[src/rtl/output_mask_pkg.sv]
// Shared definitions for the output masking producer and the receive-side unmask stream.
package output_mask_pkg;

  localparam int unsigned             OUT_MASK_W     = 32;
  localparam logic [OUT_MASK_W-1:0]   OUT_MASK_VALUE = 32'hC000_0003;

  typedef enum logic [1:0] {
    ST_EMPTY,
    ST_ONE,
    ST_FULL
  } occ_state_t;

endpackage

[src/rtl/output_unmask_skid2.sv]
// Generic 2-entry valid/ready skid buffer; in_ready is registered from the next occupancy state.
module output_unmask_skid2
  import output_mask_pkg::*;
#(
  parameter int unsigned WIDTH = 32
) (
  input  logic             clk,
  input  logic             rst,
  input  logic             in_valid,
  output logic             in_ready,
  input  logic [WIDTH-1:0] in_data,
  output logic             out_valid,
  input  logic             out_ready,
  output logic [WIDTH-1:0] out_data,
  output logic             busy
);

  occ_state_t       state, state_d;
  logic             in_ready_q;
  logic [WIDTH-1:0] head, tail;
  logic             push, pop;
  logic             load_head_in, load_head_tail, load_tail;

  assign push = in_valid & in_ready_q;
  assign pop  = (state != ST_EMPTY) & out_ready;

  always_ff @(posedge clk) begin
    if (rst) begin
      state      <= ST_EMPTY;
      in_ready_q <= 1'b0;
      head       <= '0;
      tail       <= '0;
    end else begin
      state      <= state_d;
      in_ready_q <= (state_d != ST_FULL);
      if (load_head_in)
        head <= in_data;
      else if (load_head_tail)
        head <= tail;
      if (load_tail)
        tail <= in_data;
    end
  end

  always_comb begin
    state_d        = state;
    load_head_in   = 1'b0;
    load_head_tail = 1'b0;
    load_tail      = 1'b0;
    case (state)
      ST_EMPTY: begin
        if (push) begin
          state_d      = ST_ONE;
          load_head_in = 1'b1;
        end
      end
      ST_ONE: begin
        // Simultaneous push and pop replaces the head and stays in ONE.
        if (push && pop) begin
          load_head_in = 1'b1;
        end else if (push) begin
          state_d   = ST_FULL;
          load_tail = 1'b1;
        end else if (pop) begin
          state_d = ST_EMPTY;
        end
      end
      ST_FULL: begin
        if (pop) begin
          state_d        = ST_ONE;
          load_head_tail = 1'b1;
        end
      end
      default: state_d = ST_EMPTY;
    endcase
  end

  assign in_ready  = in_ready_q;
  assign out_valid = (state != ST_EMPTY);
  assign out_data  = head;
  assign busy      = (state != ST_EMPTY);

endmodule

[src/rtl/output_unmask_stream.sv]
// Strips the producer's XOR mask on the write side of a 2-entry skid buffer.
// Optional decoded-word counter enabled by OUTPUT_UNMASK_COUNT_EN.
module output_unmask_stream
  import output_mask_pkg::*;
#(
  parameter int unsigned     WIDTH = OUT_MASK_W,
  parameter logic [WIDTH-1:0] MASK = OUT_MASK_VALUE
`ifdef OUTPUT_UNMASK_COUNT_EN
  , parameter int unsigned   CNT_W = 16
`endif
) (
  input  logic             clk,
  input  logic             rst,
  input  logic             in_valid,
  output logic             in_ready,
  input  logic [WIDTH-1:0] in_data,
  output logic             out_valid,
  input  logic             out_ready,
  output logic [WIDTH-1:0] out_data,
  output logic             busy
`ifdef OUTPUT_UNMASK_COUNT_EN
  , output logic [CNT_W-1:0] decoded_count
`endif
);

  logic [WIDTH-1:0] unmasked;

  assign unmasked = in_data ^ MASK;

  output_unmask_skid2 #(
    .WIDTH(WIDTH)
  ) u_skid (
    .clk      (clk),
    .rst      (rst),
    .in_valid (in_valid),
    .in_ready (in_ready),
    .in_data  (unmasked),
    .out_valid(out_valid),
    .out_ready(out_ready),
    .out_data (out_data),
    .busy     (busy)
  );

`ifdef OUTPUT_UNMASK_COUNT_EN
  logic [CNT_W-1:0] cnt_q;

  always_ff @(posedge clk) begin
    if (rst)
      cnt_q <= '0;
    else if (out_valid && out_ready)
      cnt_q <= cnt_q + 1'b1;
  end

  assign decoded_count = cnt_q;
`endif

endmodule

[config.mk]
export PLATFORM = sky130hd
export DESIGN_NAME = output_unmask_stream
export DESIGN_NICKNAME = d
export VERILOG_FILES = /design/src/rtl/output_mask_pkg.sv /design/src/rtl/output_unmask_skid2.sv /design/src/rtl/output_unmask_stream.sv
export SDC_FILE = /design/constraint.sdc
export NUM_CORES = 1
export LEC_CHECK = 0
export BUFFER_PORTS_ARGS = -buffer_cell sky130_fd_sc_hd__buf_4
export CORE_MARGIN = 1
export CORE_UTILIZATION = 48
export CTS_CLUSTER_SIZE = 30
export DETAILED_ROUTE_END_ITERATION = 16
export GPL_TIMING_DRIVEN = 0
export PLACE_DENSITY = 0.81
export SLEW_MARGIN = 20
export SYNTH_ARGS = -nofsm -noshare
export SYNTH_HDL_FRONTEND = slang
export SYNTH_SLANG_ARGS = --single-unit
[constraint.sdc]
create_clock -name clk -period 1.2 [get_ports clk]
set_clock_uncertainty 0.05 [all_clocks]
set_input_delay 0 -clock clk [delete_from_list [all_inputs] [get_ports clk]]
set_output_delay 0 -clock clk [all_outputs]
set_load 0.02 [all_outputs]
### Word-level counts from Yosys, hierarchy flattened

Index checks and enable logic that the tools add are counted.
W data, S select, Z words.

| cells by class | value |
|---|---|
| reductions and logical operators | 4 |
| equal/unequal tests | 3 |
| multiplexer cells | 15 |
| bitwise logic cells | 3 |

Operator list:

| operator | count |
|---|---|
| $mux W32 | 2 |
| $mux W2 | 5 |
| $mux W1 | 6 |
| $pmux W2 S3 | 1 |
| $not A4 Y4 | 1 |
| $reduce_bool A2 Y1 | 2 |
| $and A1 B1 Y1 | 2 |
| $eq A2 B1 Y1 const B | 1 |
| $eq A2 B2 Y1 const B | 1 |
| $logic_not A2 Y1 | 1 |
| $ne A2 B2 Y1 const B | 1 |
| $pmux W1 S2 | 1 |
| $logic_and A1 B1 Y1 | 1 |

| storage, ports and cells | value |
|---|---|
| output and inout bits | 35 |
| register bits after elaboration | 67 |

### Depth between registers and ports, before layout

Gate-level depths: netlist of the first run.

| depth | value |
|---|---|
| word-level depth | 7 |
| depth in mapped cells | 6 |

### Hierarchy

From an unflattened synthesis of the first run, not the netlist that was laid out.

| unflattened totals | value |
|---|---|
| cell total of the unflattened synthesis | 338 |
| area, all modules | 2,650.0 um2 |

By module, submodules not included:

| module | cells an instance | area an instance (um2) | times used |
|---|---|---|---|
| output_unmask_skid2 | 334 | 2,635.0 | 1 |
| output_unmask_stream | 4 | 15.0 | 1 |

### Worst setup path after synthesis of the first run

Ideal clock, no wire load.

| path | value |
|---|---|
| path kind | register to register |
| from | register u_skid.in_ready_q, in the netlist u_skid.in_ready |
| to | register u_skid.head[19], in the netlist u_skid.out_data[19] |
| path slack | -0.216 ns |
| library setup time | 0.137 ns |
| cell stages (with the launch flop) | 7 |
| required time | 1.013 ns |
| period minus slack after synthesis | 1.416 ns |
| path buffers | 2 |
| arrival time | 1.228 ns |
| cells stage by stage | dfxtp_1 > and3b_4 > nand2_4 > buf_8 > buf_6 > nor2_1 > a211oi_2 |

| between the ends | value |
|---|---|
| word-level cells in the longest chain between the ends | 5 |
| elaborated cells between the ends (all ways) | 7 |
| those cells by class | 4 x mux; 1 x bitwise; 2 x reduce/logical |

RTL lines:

| element | line | source |
|---|---|---|
| start: declaration | output_unmask_skid2.sv:19 | `logic in_ready_q;` |
| start signal: assignment | output_unmask_skid2.sv:35 | `in_ready_q <= (state_d != ST_FULL);` |
| $and A1 B1 Y1 (*) | output_unmask_skid2.sv:24 | `assign push = in_valid & in_ready_q;` |
| $logic_and A1 B1 Y1 | output_unmask_skid2.sv:59 | `if (push && pop) begin` |
| $mux W1 | output_unmask_skid2.sv:59 |  |
| $pmux W1 S2 (*) | output_unmask_skid2.sv:50 | `case (state)` |
| $mux W32 or $reduce_bool A2 Y1 (tied branches) | n/a |  |
| end signal: assignment | output_unmask_skid2.sv:37 | `head <= in_data;` |
| end signal: assignment | output_unmask_skid2.sv:39 | `head <= tail;` |
| end: declaration | output_unmask_skid2.sv:20 | `logic [WIDTH-1:0] head, tail;` |

Every way passes the cells marked *; elsewhere a longest branch is shown, timed or not.
A chain may end at the register's enable or synchronous reset.

### Worst setup path after layout of the first run

| path | value |
|---|---|
| from | register u_skid.state[1] |
| to | register u_skid.head[29], in the netlist u_skid.out_data[29] |

| between the ends | value |
|---|---|
| word-level cells in the longest chain between the ends | 6 |
| elaborated cells between the ends (all ways) | 12 |
| those cells by class | 2 x eq/ne; 5 x mux; 1 x bitwise; 4 x reduce/logical |

RTL lines:

| element | line | source |
|---|---|---|
| start: declaration | output_unmask_skid2.sv:18 | `occ_state_t state, state_d;` |
| start signal: assignment | output_unmask_skid2.sv:34 | `state <= state_d;` |
| $reduce_bool A2 Y1 | output_unmask_skid2.sv:25 | `assign pop = (state != ST_EMPTY) & out_ready;` |
| $and A1 B1 Y1 | output_unmask_skid2.sv:25 |  |
| $logic_and A1 B1 Y1 | output_unmask_skid2.sv:59 |  |
| $mux W1 | output_unmask_skid2.sv:59 |  |
| $pmux W1 S2 | output_unmask_skid2.sv:50 |  |
| $mux W32 or $reduce_bool A2 Y1 (tied branches) | n/a |  |

Several ways; a longest one is shown, not always the timed one.

==> metrics.yaml, run 1 <==
run_status:
  status: "finished, violations left"
  violations: "negative setup slack"
finish:
  finalNetCount: 507
  multi_input_area_mm2: 0.00196
  drive_gt1_share_pct: 58.4
  diodes: 0
  syn_to_final_growth_pct: 77.8
  regArea_mm2: 0.00135
  final_core_util_pct: 90.9
  postLayoutCellArea_mm2: 0.00513
  fillers: 198
placed_design:
  dp_slack_ns: -0.231
  portBuffers: 69
  hpwlAfterDp_um: 4860
  routabilityCongestion: 0.762
  place_area_mm2: 0.00354
worst_setup_path:
  crit_family: "simple AND/OR/NAND/NOR gates"
  crit_type: "register to register"
  arrival_ns: 1.75
  critical_path.cell_chain: "and3b_4 > nand2_4 > buf_4 > nor2_1 > a211oi_1"
  max_stage_delay_ns: 0.39
  required_ns: 1.40
  startpoint_type: "register"
  cp_max_fo: 10
  cp_num_buf_inv: 1
  crit_slowest_cell: "dfxtp_4"
  worstSetupEndpointType: "register"
global_route:
  grt_max_degree: 12
  antenna_found_initial: 0
  grt_pass1_wl_um: 16100
  grt_overflow_total: 0
  grt.total_usage_pct: 34.0
  grt_pass1_vias: 3292
sta:
  slew_viol_final: 0
  fmax_mhz: 645
  worstMarginPinSlew_ns: 0.842
  rsz0062_at_grt: "yes"
  post-route-min-period_ns: 1.55
  fin_crit_sh_pct: 129
  hold_violations: 0
  setup_slack_ns: -0.349
  setup_viol: 69
  maxSlewHeadroom_pct: 43.9
synthesis:
  ys_warn_count: 0
  synth_top_family_by_area: "compound AO/OA/AOI/OAI gates"
  ys_seq_area_share_pct: 46.5
  synthFlopType: "dfxtp_1"
  synthXorXnorAreaFrac_pct: 0
  yosys.area_share.simple_pct: 21.0
  yosysMostFrequentCell: "nand2_1"
  synth_area_mm2: 0.00289
  synthTopCellsByCount: "90 x nand2_1, 67 x dfxtp_1, 51 x a21oi_1, 35 x nor2_1, 16 x a211oi_2"
  ys_ff_latch: 67
  synth_cells: 329
  ys_async_sr_fraction_pct: 0
  synth-edff-count: 0
  synth.largest_area_cell: "dfxtp_1"
  synth_top_area_share_pct: 46.5
  yosysUniqueCellTypes: 29
  avgSynthCellArea_um2: 8.77
  synth.top_cells.by_area: "dfxtp_1 46%, nand2_1 12%, a21oi_1 8.8%"
  synth.area.mux_share_pct: 0.694
  synth_fa_ha_area_share_pct: 0
  synthesis.nets: 365
  synth_compound_area_share_pct: 25.3
floorplanning:
  start_util_pct: 51.1
  io_pins: 71
  dieArea_mm2: 0.00633
  dieHeight_um: 79.5
  core_mm2: 0.00564
  rows: 27
  die_x_um: 79.5
cts:
  cts_htree_levels: 3
  cts_buffers: 9
  cts_tree: "built"
  cts.sinks: 67
  clkTransAtPathRegs_ns: 0.08
  cts_buffer_depth: 2
  clock_latency_ns: 0.37
  cts-root-buf: "clkbuf_8"
worst_hold_path:
  hold_class: "primary input to register"
route:
  remaining_drc_errors: 0
  detail-route-antenna-nets: 0
  wl_um: 13600
  drtPass1Iterations: 5
  viasPerCell: 6.43
  drtIter0Drc: 347
  num_vias: 3521
  wire_per_inst_um: 24.8
power:
  internal_power_w: 0.00380
  combPwrFrac_pct: 21.6
  sw_frac_of_total_pct: 31.0
  switching_power_w: 0.00171
  ir_drop_uv: 1130
  pwr_density_cell_mw_per_mm2: 1070
  clock_power_share_pct: 34.6
  p_seq_share_pct: 43.8
  leakagePower_nw: 1.89
  power_w: 0.00551
job:
  drv_cap: 0
[power by group through the flow]
stage	logic (W)	registers, W	clock network (W)
final	0.00119	0.00242	0.00191
after global routing	0.00122	0.00242	0.00198
after floorplan	0.000353	0.00253	0
after CTS	0.000990	0.00238	0.00179
after detailed placement	0.000771	0.00243	0
after global placement	0.000756	0.00243	0
[path summary, 6_finish.rpt]
kind	start	slack [ns]	to	cells after the start
setup / recovery	u_skid.state[1]	-0.35	u_skid.out_data[29]	5
hold reg to reg	u_skid.out_data[9]	0.44	u_skid.out_data[9]	2
setup reg to reg	u_skid.state[1]	-0.35	u_skid.out_data[29]	5
hold / removal	out_ready	0.08	u_skid.state[0]	4
[cell type report]
| type | count | share of cell area (%) |
|---|---|---|
| multi-input combinational | 236 | 38.2 |
| sequential | 67 | 26.4 |
| timing repair buffer | 131 | 24.4 |
| buffer | 26 | 5.61 |
| clock buffer | 12 | 3.24 |
| tap | 72 | 1.76 |
| clock inverter | 4 | 0.439 |
[placed cells by master (no fill, tap or decap), types with 2 or more instances in the layout]
cell	instances
nand2_1	60
dfxtp_4	3
dlygate4sd3_1	34
nor2_1	11
clkbuf_8	10
buf_12	9
buf_4	79
nor2_2	11
a21oi_1	10
buf_8	7
a21oi_4	5
clkbuf_1	7
buf_2	2
buf_6	16
clkbuf_16	2
clkinv_2	3
buf_16	3
a21oi_2	45
nand2_4	30
dfxtp_1	64
nor2_4	14
a211oi_1	8
a221oi_2	4
a211oi_2	23
[per-stage QoR]
step / hold WS, ns / std cells / setup TNS [ns]
3_3_place_gp: 0.146 / 470 / -8.90
3_5_place_dp: 0.146 / 470 / -10.29
4_1_cts: 0.0793 / 546 / -8.14
2_1_floorplan: 0.0194 / 329 / -1.58
5_1_grt: 0.0993 / 548 / -16.20
6_report: 0.0787 / 548 / -13.66
[tightest hold or removal path: cells and delay by family]
family,cells,cell delay [ns]
AO/OA/AOI/OAI,2,0.24
buffers and inverters,1,0.14
AND/OR/NAND/NOR,1,0.08
[timing repair]
| item | 4_1_cts | 5_1_grt |
|---|---|---|
| buffers inserted | 20 | 2 |
| pin swaps | 59 | 33 |
| hold endpoints to repair | 66 | 0 |
| hold buffers | 34 | 0 |
| gates cloned | 6 | 1 |
| gates resized for setup | 94 | 94 |
| endpoints found under the setup margin | 64 | 69 |
[layer usage]
layer | vias to the layer above | GRT usage (%) | routed length, um
met1 | 1704 | 38.1 | 4980
met5 | - | 0 | 0
li1 | 1401 | - | -
met4 | 0 | 21.3 | 884
met3 | 110 | 7.43 | 1180
met2 | 306 | 58.0 | 6540
[cell families (layout without fill, tap and decap cells)]
group | after synthesis | in the layout
AOI/OAI and AO/OA | 97 | 97
buffers and inverters | 26 | 173
DFF | 67 | 67
muxes | 2 | 2
and+or+nand+nor | 137 | 137
[flip-flops by register name (all words and copies together) (netlist names)]
signal and count:
u_skid.tail 32, u_skid.state 2, u_skid.out_data 32, u_skid.in_ready 1
Power figures use the tool's default switching activity.
==> inputs of run 2 (changes only) <==
--- a/config.mk
+++ b/config.mk
@@ -5,10 +5,10 @@
 export SDC_FILE = /design/constraint.sdc
 export NUM_CORES = 1
 export LEC_CHECK = 0
+export ABC_AREA = 1
 export BUFFER_PORTS_ARGS = -buffer_cell sky130_fd_sc_hd__buf_4
 export CORE_MARGIN = 1
 export CORE_UTILIZATION = 48
-export CTS_CLUSTER_SIZE = 30
 export DETAILED_ROUTE_END_ITERATION = 16
 export GPL_TIMING_DRIVEN = 0
 export PLACE_DENSITY = 0.81
==> metrics.yaml, run 2 <==
route:
  num_vias: 3197  # was 3521
  remaining_drc_errors: 0  # unchanged
  drtIter0Drc: 176  # was 347
  top_layer: "met4"  # unchanged
  wl_um: 8650  # was 13600 um
  met3_length_um: 595  # was 1180 um
  detail-route-antenna-nets: 0  # unchanged
  wl_met2_um: 4130  # was 6540 um
  drtPass1Iterations: 11  # was 5
  viasPerCell: 5.25  # was 6.43
  drt-met1-wl_um: 3580  # was 4980 um
  wire_per_inst_um: 14.2  # was 24.8 um
job:
  drv_cap: 0  # unchanged
sta:
  worstMarginPinSlew_ns: 0.535  # was 0.842 ns
  slew_viol_final: 0  # unchanged
  hold-worst-slack_ns: -0.0659  # was 0.0787 ns
  setup_viol: 66  # was 69
  fmax_mhz: 694  # was 645 MHz
  maxSlewHeadroom_pct: 64.4  # was 43.9%
  rsz0062_at_grt: "yes"  # unchanged
  post-route-min-period_ns: 1.44  # was 1.55 ns
  setup_slack_ns: -0.240  # was -0.349 ns
  fin_crit_sh_pct: 120  # was 129%
  hold_violations: 1  # was 0
placed_design:
  portBuffers: 70  # was 69
  place_area_mm2: 0.00360  # was 0.00354 mm^2
  routabilityCongestion: 0.804  # was 0.762
  hpwlAfterDp_um: 4780  # was 4860 um
  placed_cells: 548  # was 470
worst_hold_path:
  whs_path_depth: 4  # unchanged
  hold_class: "primary input to register"  # unchanged
synthesis:
  avgSynthCellArea_um2: 7.11  # was 8.77 um^2
  synthFlopType: "dfxtp_1"  # unchanged
  synth_area_mm2: 0.00289  # about the same
  yosysMostFrequentCell: "nand2_1"  # unchanged
  ys_seq_area_share_pct: 46.5  # about the same
  ys_warn_count: 0  # unchanged
  synth-edff-count: 0  # unchanged
  synthesis.nets: 442  # was 365
  yosysUniqueCellTypes: 21  # was 29
  ys_async_sr_fraction_pct: 0  # unchanged
  synthTopCellsByCount: "99 x nand2_1, 69 x inv_1, 67 x dfxtp_1, 64 x nand3_1, 33 x a21oi_1"  # was 90 x nand2_1, 67 x dfxtp_1, 51 x a21oi_1, 35 x nor2_1, 16 x a211oi_2
  synth.top_cells.by_area: "dfxtp_1 46%, nand2_1 13%, nand3_1 11%"  # was dfxtp_1 46%, nand2_1 12%, a21oi_1 8.8%
  synth_cells: 406  # was 329
  synth_top_area_share_pct: 46.5  # about the same
  synth.largest_area_cell: "dfxtp_1"  # unchanged
  ys_ff_latch: 67  # unchanged
power:
  combPwrFrac_pct: 17.9  # was 21.6%
  pwr_density_cell_mw_per_mm2: 1210  # was 1070 mW/mm^2
  p_seq_share_pct: 44.2  # was 43.8%
  internal_power_w: 0.00394  # was 0.00380 W
  ir_drop_uv: 681  # was 1130 uV
  switching_power_w: 0.00145  # was 0.00171 W
  leakagePower_nw: 2.21  # was 1.89 nW
  sw_frac_of_total_pct: 26.8  # was 31.0%
  power_w: 0.00539  # was 0.00551 W
  clock_power_share_pct: 38.0  # was 34.6%
finish:
  finalNetCount: 568  # was 507
  fillers: 389  # was 198
  postLayoutCellArea_mm2: 0.00446  # was 0.00513 mm^2
  regArea_mm2: 0.00135  # about the same
  multi_input_area_mm2: 0.00129  # was 0.00196 mm^2
  drive_gt1_share_pct: 30.4  # was 58.4%
  syn_to_final_growth_pct: 54.4  # was 77.8%
  mostFrequentLayoutCells: "85 x nand2_1, 82 x buf_4, 69 x inv_1"  # was 79 x buf_4, 64 x dfxtp_1, 60 x nand2_1
  diodes: 0  # unchanged
  instances_no_fill: 609  # was 548
  final_common_cell: "nand2_1"  # was buf_4
global_route:
  grt_max_degree: 12  # unchanged
  grt_pass1_vias: 2858  # was 3292
  antenna_found_initial: 0  # unchanged
  grt.total_usage_pct: 26.6  # was 34.0%
  grt_pass1_wl_um: 12900  # was 16100 um
  grt_overflow_total: 0  # unchanged
cts:
  cts-root-buf: "clkbuf_8"  # unchanged
  cts_buffers: 9  # unchanged
  cts.sinks: 67  # unchanged
  cts_tree: "built"  # unchanged
  cts_buffer_depth: 2  # unchanged
  clock_latency_ns: 0.35  # was 0.37 ns
  cts_hold_buffers: 33  # was 34
  cts_htree_levels: 3  # unchanged
  clkTransAtPathRegs_ns: 0.07  # was 0.08 ns
worst_setup_path:
  cp_max_fo: 10  # unchanged
  rr_worst_depth: 6  # was 5
  crit_type: "register to register"  # unchanged
  required_ns: 1.39  # was 1.40 ns
  startpoint_type: "register"  # unchanged
  arrival_ns: 1.63  # was 1.75 ns
  worstSetupEndpointType: "register"  # unchanged
floorplanning:
  dieHeight_um: 79.5  # about the same
  start_util_pct: 51.2  # was 51.1%
  die_x_um: 79.5  # about the same
  rows: 27  # unchanged
  core_mm2: 0.00564  # unchanged
  io_pins: 71  # unchanged
  dieArea_mm2: 0.00633  # about the same
run_status:
  violations: "negative hold slack, negative setup slack"  # was negative setup slack
  status: "finished, violations left"  # unchanged
[run 2: cell count changes in the layout (fill, tap and decap cells not counted), moves of 22 or more]
cell and delta:
a21oi_1 +22, inv_1 +69, nand3_1 +56, a21oi_2 -44, a211oi_2 -23, nand2_1 +25
nand2_4 -22
[run 2: routing by layer]
| metal | vias up | global-route usage (%) |
|---|---|---|
| li1 | 1518 | - |
| met1 | 1495 | 33.1 |
| met2 | 146 | 42.6 |
| met3 | 38 | 4.91 |
| met4 | 0 | 15.8 |
| met5 | - | 0 |
[run 2: final timing paths]
kind / slack [ns] / to / from
setup reg to reg: -0.24 / u_skid.tail[18] / u_skid.state[0]
hold reg to reg: 0.39 / u_skid.tail[21] / u_skid.tail[21]
setup / recovery: -0.24 / u_skid.tail[18] / u_skid.state[0]
hold / removal: -0.07 / u_skid.state[0] / in_valid
[run 2: stage by stage]
step / worst slack, ns / hold WS [ns] / setup TNS [ns] / utilization (%)
after floorplan: -0.0468 / 0.0127 / -2.21 / -
after global placement: -0.178 / 0.145 / -9.39 / 63.8
after detailed placement: -0.221 / 0.154 / -10.18 / 63.8
after CTS: -0.142 / -0.0656 / -7.16 / 76.0
after global routing: -0.314 / -0.0522 / -13.57 / 79.0
final: -0.240 / -0.0659 / -8.74 / 79.0
[run 2: cells by family (layout without fill, tap and decap cells)]
kind of cell           count (synthesis)  count (layout)  share of synthesized area [%]
and+or+nand+nor                      175             175                           27.0
DFF                                   67              67                           46.5
buffers and inverters                 98             229                           14.9
AOI/OAI and AO/OA                     66              66                           11.6
[run 2: area by class of cell]
class	instances	area share (%)
Tap cell	72	2.02
Sequential cell	67	30.3
Inverter	72	6.23
Clock buffer	11	2.95
Timing Repair Buffer	115	22.2
Clock inverter	5	1.74
Buffer	26	5.64
Multi-Input combinational cell	241	28.9
[run 2: timing repair]
| action | in CTS | in global routing |
|---|---|---|
| gates cloned | 3 | 1 |
| endpoints found under the setup margin | 67 | 68 |
| pin swaps | 2 | 3 |
| resized for setup | 25 | 39 |
| endpoints found under the hold margin | 67 | 1 |
| buffers inserted | 6 | 2 |
[run 2: power groups by stage]
| stage | Sequential, W | Combinational (W) | Clock, W |
|---|---|---|---|
| 6_report | 0.00238 | 0.000964 | 0.00204 |
| 2_1_floorplan | 0.00249 | 0.000383 | 0 |
| 3_3_place_gp | 0.00242 | 0.000737 | 0 |
| 5_1_grt | 0.00239 | 0.00104 | 0.00217 |
| 4_1_cts | 0.00237 | 0.000890 | 0.00203 |
| 3_5_place_dp | 0.00242 | 0.000749 | 0 |
[run 2: worst max-delay path, cell delays in order (launching register included)]
cell	delay, ns
dfxtp_2	0.33
buf_8	0.13
o21ai_4	0.18
nand3_4	0.17
clkbuf_8	0.21
o21ai_1	0.18
a21oi_1	0.07
